## src/rtl/reg_file_sb_if.sv

```systemverilog
// rtl/reg_file_sb_if.sv - decode/writeback bus of the scoreboarded register file
interface reg_file_sb_if #(
    parameter int DATA_W = 32,
    parameter int ADDR_W = 5
);
    logic [ADDR_W-1:0] rd_addr_a;
    logic [ADDR_W-1:0] rd_addr_b;
    logic [DATA_W-1:0] rd_data_a;
    logic [DATA_W-1:0] rd_data_b;
    logic              rd_busy_a;
    logic              rd_busy_b;
    logic              wr0_en;
    logic [ADDR_W-1:0] wr0_addr;
    logic [DATA_W-1:0] wr0_data;
    logic              wr1_en;
    logic [ADDR_W-1:0] wr1_addr;
    logic [DATA_W-1:0] wr1_data;
    logic              rsv_en;
    logic [ADDR_W-1:0] rsv_addr;
    logic              rsv_ok;
    logic [ADDR_W:0]   busy_count;
    logic [DATA_W-1:0] register_v0;

    // Pipeline side: decode issues reads and reservations, writeback issues writes
    modport master (
        output rd_addr_a, rd_addr_b, wr0_en, wr0_addr, wr0_data,
               wr1_en, wr1_addr, wr1_data, rsv_en, rsv_addr,
        input  rd_data_a, rd_data_b, rd_busy_a, rd_busy_b,
               rsv_ok, busy_count, register_v0
    );

    // Register file side
    modport slave (
        input  rd_addr_a, rd_addr_b, wr0_en, wr0_addr, wr0_data,
               wr1_en, wr1_addr, wr1_data, rsv_en, rsv_addr,
        output rd_data_a, rd_data_b, rd_busy_a, rd_busy_b,
               rsv_ok, busy_count, register_v0
    );
endinterface

```

## src/rtl/reg_file_sb.sv

```systemverilog
// rtl/reg_file_sb.sv - scoreboarded GPR file, 2 read / 2 write ports, optional REG_FILE_BYPASS_EN write-to-read bypass
module reg_file_sb #(
    parameter int DATA_W = 32,
    parameter int ADDR_W = 5,
    parameter int V0_IDX = 2
) (
    input logic          clk,
    input logic          reset,
    reg_file_sb_if.slave bus
);
    localparam int NREGS = 2 ** ADDR_W;
    localparam logic [ADDR_W:0] CNT_MAX = (ADDR_W + 1)'(NREGS - 1);

    logic [DATA_W-1:0] regs [NREGS];
    logic [NREGS-1:0]  busy;
    logic [ADDR_W:0]   count;

    logic wr1_hits_rsv;
    logic rsv_ok;
    logic set_busy;
    logic clr_busy;
    logic cnt_inc;
    logic cnt_dec;

    // Reservation acceptance and scoreboard set/clear decisions for this cycle
    always_comb begin
        wr1_hits_rsv = bus.wr1_en && (bus.wr1_addr == bus.rsv_addr);
        // busy[0] is never set, so a reserve of r0 is always accepted and ignored
        rsv_ok       = bus.rsv_en && (!busy[bus.rsv_addr] || wr1_hits_rsv);
        set_busy     = rsv_ok && (bus.rsv_addr != '0);
        clr_busy     = bus.wr1_en && (bus.wr1_addr != '0) && busy[bus.wr1_addr];
        cnt_inc      = set_busy && !busy[bus.rsv_addr];
        // a release of the register being re-reserved leaves it busy: no decrement
        cnt_dec      = clr_busy && !(set_busy && wr1_hits_rsv);
    end

    // Read ports: stored value, optionally overridden by same-cycle writes, r0 forced to zero
    always_comb begin
        bus.rd_data_a = regs[bus.rd_addr_a];
        bus.rd_data_b = regs[bus.rd_addr_b];
        bus.rd_busy_a = busy[bus.rd_addr_a];
        bus.rd_busy_b = busy[bus.rd_addr_b];
`ifdef REG_FILE_BYPASS_EN
        if (!reset) begin
            if (bus.wr1_en && (bus.wr1_addr == bus.rd_addr_a)) begin
                bus.rd_data_a = bus.wr1_data;
                bus.rd_busy_a = 1'b0;
            end
            if (bus.wr1_en && (bus.wr1_addr == bus.rd_addr_b)) begin
                bus.rd_data_b = bus.wr1_data;
                bus.rd_busy_b = 1'b0;
            end
            // wr0 is the younger instruction, so it overrides wr1
            if (bus.wr0_en && (bus.wr0_addr == bus.rd_addr_a)) begin
                bus.rd_data_a = bus.wr0_data;
            end
            if (bus.wr0_en && (bus.wr0_addr == bus.rd_addr_b)) begin
                bus.rd_data_b = bus.wr0_data;
            end
        end
`endif
        if (bus.rd_addr_a == '0) begin
            bus.rd_data_a = '0;
            bus.rd_busy_a = 1'b0;
        end
        if (bus.rd_addr_b == '0) begin
            bus.rd_data_b = '0;
            bus.rd_busy_b = 1'b0;
        end
    end

    assign bus.rsv_ok      = rsv_ok;
    assign bus.busy_count  = count;
    assign bus.register_v0 = regs[V0_IDX];

    // Register writes, busy bits and reserved-register count
    always_ff @(posedge clk or posedge reset) begin
        if (reset) begin
            for (int i = 0; i < NREGS; i++) begin
                regs[i] <= '0;
            end
            busy  <= '0;
            count <= '0;
        end else begin
            if (bus.wr1_en && (bus.wr1_addr != '0)) begin
                regs[bus.wr1_addr] <= bus.wr1_data;
            end
            // later assignment wins: wr0 takes a same-address collision
            if (bus.wr0_en && (bus.wr0_addr != '0)) begin
                regs[bus.wr0_addr] <= bus.wr0_data;
            end
            if (clr_busy) begin
                busy[bus.wr1_addr] <= 1'b0;
            end
            // set after clear so a same-register reserve keeps the bit high
            if (set_busy) begin
                busy[bus.rsv_addr] <= 1'b1;
            end
            if (cnt_inc && !cnt_dec && (count != CNT_MAX)) begin
                count <= count + 1'b1;
            end else if (cnt_dec && !cnt_inc && (count != '0)) begin
                count <= count - 1'b1;
            end
        end
    end
endmodule
```

## src/flat_wrapper.sv

```systemverilog
// flat-port wrapper written by rule: the top's interface ports become plain ports
module reg_file_sb_flat 
#(
    parameter int DATA_W = 32,
    parameter int ADDR_W = 5,
    parameter int V0_IDX = 2
)
  (clk, reset, bus_rd_addr_a, bus_rd_addr_b, bus_wr0_en, bus_wr0_addr, bus_wr0_data, bus_wr1_en, bus_wr1_addr, bus_wr1_data, bus_rsv_en, bus_rsv_addr, bus_rd_data_a, bus_rd_data_b, bus_rd_busy_a, bus_rd_busy_b, bus_rsv_ok, bus_busy_count, bus_register_v0);
  reg_file_sb_if #(.DATA_W(DATA_W), .ADDR_W(ADDR_W)) bus_i ();
  input logic clk;
  input logic reset;
  input wire logic [$bits(bus_i.rd_addr_a)-1:0] bus_rd_addr_a;
  input wire logic [$bits(bus_i.rd_addr_b)-1:0] bus_rd_addr_b;
  input wire logic [$bits(bus_i.wr0_en)-1:0] bus_wr0_en;
  input wire logic [$bits(bus_i.wr0_addr)-1:0] bus_wr0_addr;
  input wire logic [$bits(bus_i.wr0_data)-1:0] bus_wr0_data;
  input wire logic [$bits(bus_i.wr1_en)-1:0] bus_wr1_en;
  input wire logic [$bits(bus_i.wr1_addr)-1:0] bus_wr1_addr;
  input wire logic [$bits(bus_i.wr1_data)-1:0] bus_wr1_data;
  input wire logic [$bits(bus_i.rsv_en)-1:0] bus_rsv_en;
  input wire logic [$bits(bus_i.rsv_addr)-1:0] bus_rsv_addr;
  output wire logic [$bits(bus_i.rd_data_a)-1:0] bus_rd_data_a;
  output wire logic [$bits(bus_i.rd_data_b)-1:0] bus_rd_data_b;
  output wire logic [$bits(bus_i.rd_busy_a)-1:0] bus_rd_busy_a;
  output wire logic [$bits(bus_i.rd_busy_b)-1:0] bus_rd_busy_b;
  output wire logic [$bits(bus_i.rsv_ok)-1:0] bus_rsv_ok;
  output wire logic [$bits(bus_i.busy_count)-1:0] bus_busy_count;
  output wire logic [$bits(bus_i.register_v0)-1:0] bus_register_v0;
  assign bus_i.rd_addr_a = bus_rd_addr_a;
  assign bus_i.rd_addr_b = bus_rd_addr_b;
  assign bus_i.wr0_en = bus_wr0_en;
  assign bus_i.wr0_addr = bus_wr0_addr;
  assign bus_i.wr0_data = bus_wr0_data;
  assign bus_i.wr1_en = bus_wr1_en;
  assign bus_i.wr1_addr = bus_wr1_addr;
  assign bus_i.wr1_data = bus_wr1_data;
  assign bus_i.rsv_en = bus_rsv_en;
  assign bus_i.rsv_addr = bus_rsv_addr;
  assign bus_rd_data_a = bus_i.rd_data_a;
  assign bus_rd_data_b = bus_i.rd_data_b;
  assign bus_rd_busy_a = bus_i.rd_busy_a;
  assign bus_rd_busy_b = bus_i.rd_busy_b;
  assign bus_rsv_ok = bus_i.rsv_ok;
  assign bus_busy_count = bus_i.busy_count;
  assign bus_register_v0 = bus_i.register_v0;
  reg_file_sb #(.DATA_W(DATA_W), .ADDR_W(ADDR_W), .V0_IDX(V0_IDX)) u_core (.clk(clk), .reset(reset), .bus(bus_i));
endmodule
```

## config.mk

```make
export PLATFORM = sky130hd
export DESIGN_NAME = reg_file_sb_flat
export DESIGN_NICKNAME = d
export VERILOG_FILES = /design/src/rtl/reg_file_sb_if.sv /design/src/rtl/reg_file_sb.sv /design/src/flat_wrapper.sv
export SDC_FILE = /design/constraint.sdc
export NUM_CORES = 2
export LEC_CHECK = 0
export ABC_AREA = 1
export CAP_MARGIN = 40
export CORE_ASPECT_RATIO = 0.7
export CORE_MARGIN = 4
export CORE_UTILIZATION = 35
export DETAILED_ROUTE_END_ITERATION = 16
export MAX_ROUTING_LAYER = met4
export PLACE_DENSITY_LB_ADDON = 0.25
export REMOVE_ABC_BUFFERS = 1
export SETUP_SLACK_MARGIN = 0.5
export SLEW_MARGIN = 10
export SYNTH_ARGS = -nofsm -noshare
export SYNTH_HDL_FRONTEND = slang
export SYNTH_SLANG_ARGS = --single-unit
export TNS_END_PERCENT = 20
```

## constraint.sdc

```tcl
create_clock -name clk -period 42.6 [get_ports clk]
set_clock_uncertainty 0.15 [all_clocks]
set_input_delay 12.78 -clock clk [delete_from_list [all_inputs] [get_ports clk]]
set_output_delay 12.78 -clock clk [all_outputs]
set_load 0.01 [all_outputs]
```

==> key figures <==
STA
  – Final worst path period need: 31710 ps
  – Final slew viol count: 0
  – Final count of hold timing violations: 0
  – Final hold slack: roughly 250 ps
  – Max Freq: 0.03154 GHz
  – Setup tns final: 0 ps
  – Slew headroom: 23.62%
  – RSZ-0062 raised after global routing: no
  – Final period util: between 70 and 80%
  – Slew at the pin with the worst max-slew slack: 1146 ps
  – Final Setup Violations: 0

Routing
  – Pre-Repair DR Iteration Count: 10
  – Vias: 79690
  – Vias per inst: 7.045
  – Top routing layer used: met4
  – Post-route DRC: 0
  – ANT nets after route: 0
  – Initial DRC Count: 15910
  – Detailed Route WL: 378500 um
  – DRT met1 WL: roughly 140000 um
  – Met3 routed WL: 64700 um
  – Avg WL per Cell: between 30 and 40 um
  – Met2 wire len: between 100000 and 150000 um

CTS
  – Clk_lat worst skew: 810 ps
  – Hold Buf Count CTS: 0
  – Sink Count: 1062
  – TritonCTS clock tree: yes
  – Post-CTS sizing: 0
  – Setup bufs post-CTS: 0
  – Clock H-tree levels: 3
  – CTS buffer count: 114
  – Clock-pin slew of the registers on the worst-case setup and hold paths: roughly 60 ps
  – Maximum root-to-sink buffer count: 3
  – Clk root buf: clkbuf_16

Placed design
  – Dpl hpwl: 213100 um
  – Port Buffers: between 150 and 200
  – Inst Count DP: 11050
  – RePlAce Congestion: 0.9586

Synth
  – Primary FF master, synth: dfrtp_1
  – Avg Synthesized Cell Area: 7.222 sq um
  – Synth Register Bits: around 1100
  – Post-Syn Instances: 9198
  – Synth async-reset ratio: between 90% and 100%
  – Synth cell types: 42
  – YS warnings: 0
  – Register area share after synthesis: 40.01%
  – EDFF count, synth: 0
  – Synthesized area: 0.06642 sq mm

Cells and area
  – Most frequent cells in the layout: o21ai_0 (2060), nor2_1 (1548), dfrtp_1 (1062), o22ai_1 (850), nand2_1 (474)
  – Most common cell after layout, fill and taps aside: o21ai_0
  – Finished Core Util: between 30% and 40%
  – Final cell count without fillers: between 10000 and 15000
  – Layout Area Growth over Synthesis: 12.62%
  – Share of cells above drive strength 1: 6.953%
  – Fin nets: a little under 9000

Worst setup path
  – Startpoint Class: input pin
  – Cells along the critical path: buf_8 > inv_8 > buf_4 > buf_4 > buf_4 > buf_4 > o21ai_0 > o22ai_1 > nor2_1 > o311ai_0 > nand2_1 > a21oi_1 > clkdlybuf4s50_1
  – Worst reg-to-reg setup slack: 38650 ps
  – Worst path max stage delay: 870 ps
  – Crit path required time: 29670 ps
  – Crit path max fanout: 116
  – Worst path slowest cell: buf_4
  – Most used cell, CP: buf_4
  – Worst setup EP type: output port
  – Arr. time, crit path: approximately 19000 ps
  – CP bufs+invs: 7
  – Setup CP Type: in -> out
  – Top delay family on crit path: buffers and inverters

Global route
  – First-pass GRT wire length: 533200 um
  – Total track usage: a little under two fifths
  – Initial antenna violation count: 33
  – GRT Residual Overflow: 0
  – Number of global-route vias before repair: 73310
  – Largest net degree at the start of global routing: approximately 170

Floorplan
  – FP Rows: 133
  – Die Y: about 370 um
  – Die width: 528.7 um
  – Core area: around 0.19 sq mm
  – Initial core utilization: 35.29%
  – IO Pins: 199
  – DIE AREA: between 0.15 and 0.2 sq mm

Power
  – Reg power frac: approximately 43%
  – Total Power: 3.505 mW
  – Combinational power share: 25.7%
  – Total power per unit cell area: around 47 mW/mm^2
  – Power Internal: 2.236 mW
  – Sw frac: between 30 and 40%
  – Worst vdd ir: 35.30 uV
  – Switching pwr: about 1.3 mW
  – Leakage power: around 30 nW
  – Clock network fraction of design power: 31.0%

Min path
  – Hold WC Path Type: reg -> reg

Status
  – Status: finished clean

Job
  – Max cap viols: 0
-- metal layers --
layer / global-route usage (%) / vias up
met5: - / -
met2: 49.31 / 7822
met4: 23.88 / 0
met1: 47.73 / 37910
li1: - / 32090
met3: 15.35 / 1862
-- area by class of cell --
type                    instances  area [sq um]
multi-input cells            6700         34550
inverters                     320          1271
repair buffers                472          5286
well taps                    2497          3124
flip-flops and latches       1062         26580
fillers                     18860        113400
clock inverters                37         465.4
diodes                         56         140.1
clock buffers                 168          3400
-- worst paths after layout --
| path | startpoint | endpoint | depth (start not counted) |
|---|---|---|---|
| max in group asynchronous | reset | u_core.regs[660] | 9 |
| min in group asynchronous | reset | u_core.regs[790] | 3 |
| worst min register to register | u_core.regs[1009] | u_core.regs[1009] | 0 |
| worst max-delay path | bus_rd_addr_a[0] | bus_rd_data_a[20] | 13 |
| worst min-delay path | u_core.regs[1009] | u_core.regs[1009] | 0 |
| worst max register to register | u_core.busy[7] | u_core.bus.busy_count[5] | 22 |
-- synth_stat cells (128+ instances only) --
library cell  instances  area share, %
dfrtp_1            1062             40
nor2_1             1564            8.8
o221ai_1            388            5.1
nor3_1              399            3.0
o21ai_0            2060             16
nand2_1             502            2.8
nand3_1             255            1.9
inv_1               264            1.5
clkbuf_1            912            5.2
a31oi_1             128            1.2
a21oi_1             321            2.4
o22ai_1             850            8.0
-- power by group through the flow --
stage,combinational (mW),sequential (mW),clock (mW)
after global placement,0.828,1.51,0
after global routing,0.986,1.54,1.12
after CTS,0.872,1.50,1.08
after detailed placement,0.869,1.51,0
after floorplan,0.566,1.45,0
final,0.901,1.52,1.08
-- through the flow --
stage | setup WS, ps | instance area, sq um
CTS | 11220 | 74500
finish | 10890 | 74810
floorplan | -223.9 | 61970
global placement | 11230 | 69130
detailed placement | 11230 | 70640
global route | 10790 | 74770
-- registers in the layout, indices dropped and copies added (netlist names) --
register                flops
u_core.busy                32
u_core.bus.register_v0     32
u_core.regs               992
u_core.bus.busy_count       6
-- worst register-to-register path, delay by kind of cell (launching register included) --
kind	cells	cell delay [ps]
AND/OR/NAND/NOR	15	2100
AO/OA/AOI/OAI	4	700
flip-flops	1	450
adder cells (fa/ha/maj)	1	380
buffers and inverters	2	150
-- kinds of logic (layout without fill, tap and decap cells) --
family	after synthesis	count (layout)	share of synthesized area, %
AO/OA/AOI/OAI	3912	3912	34.01
XOR/XNOR	6	6	0.07913
adder cells (fa/ha/maj)	6	6	0.1243
buffers and inverters	1436	997	8.516
flip-flops	1062	1062	40.01
other	0	56	0
AND/OR/NAND/NOR	2776	2776	17.26
Power figures use the tool's default switching activity.
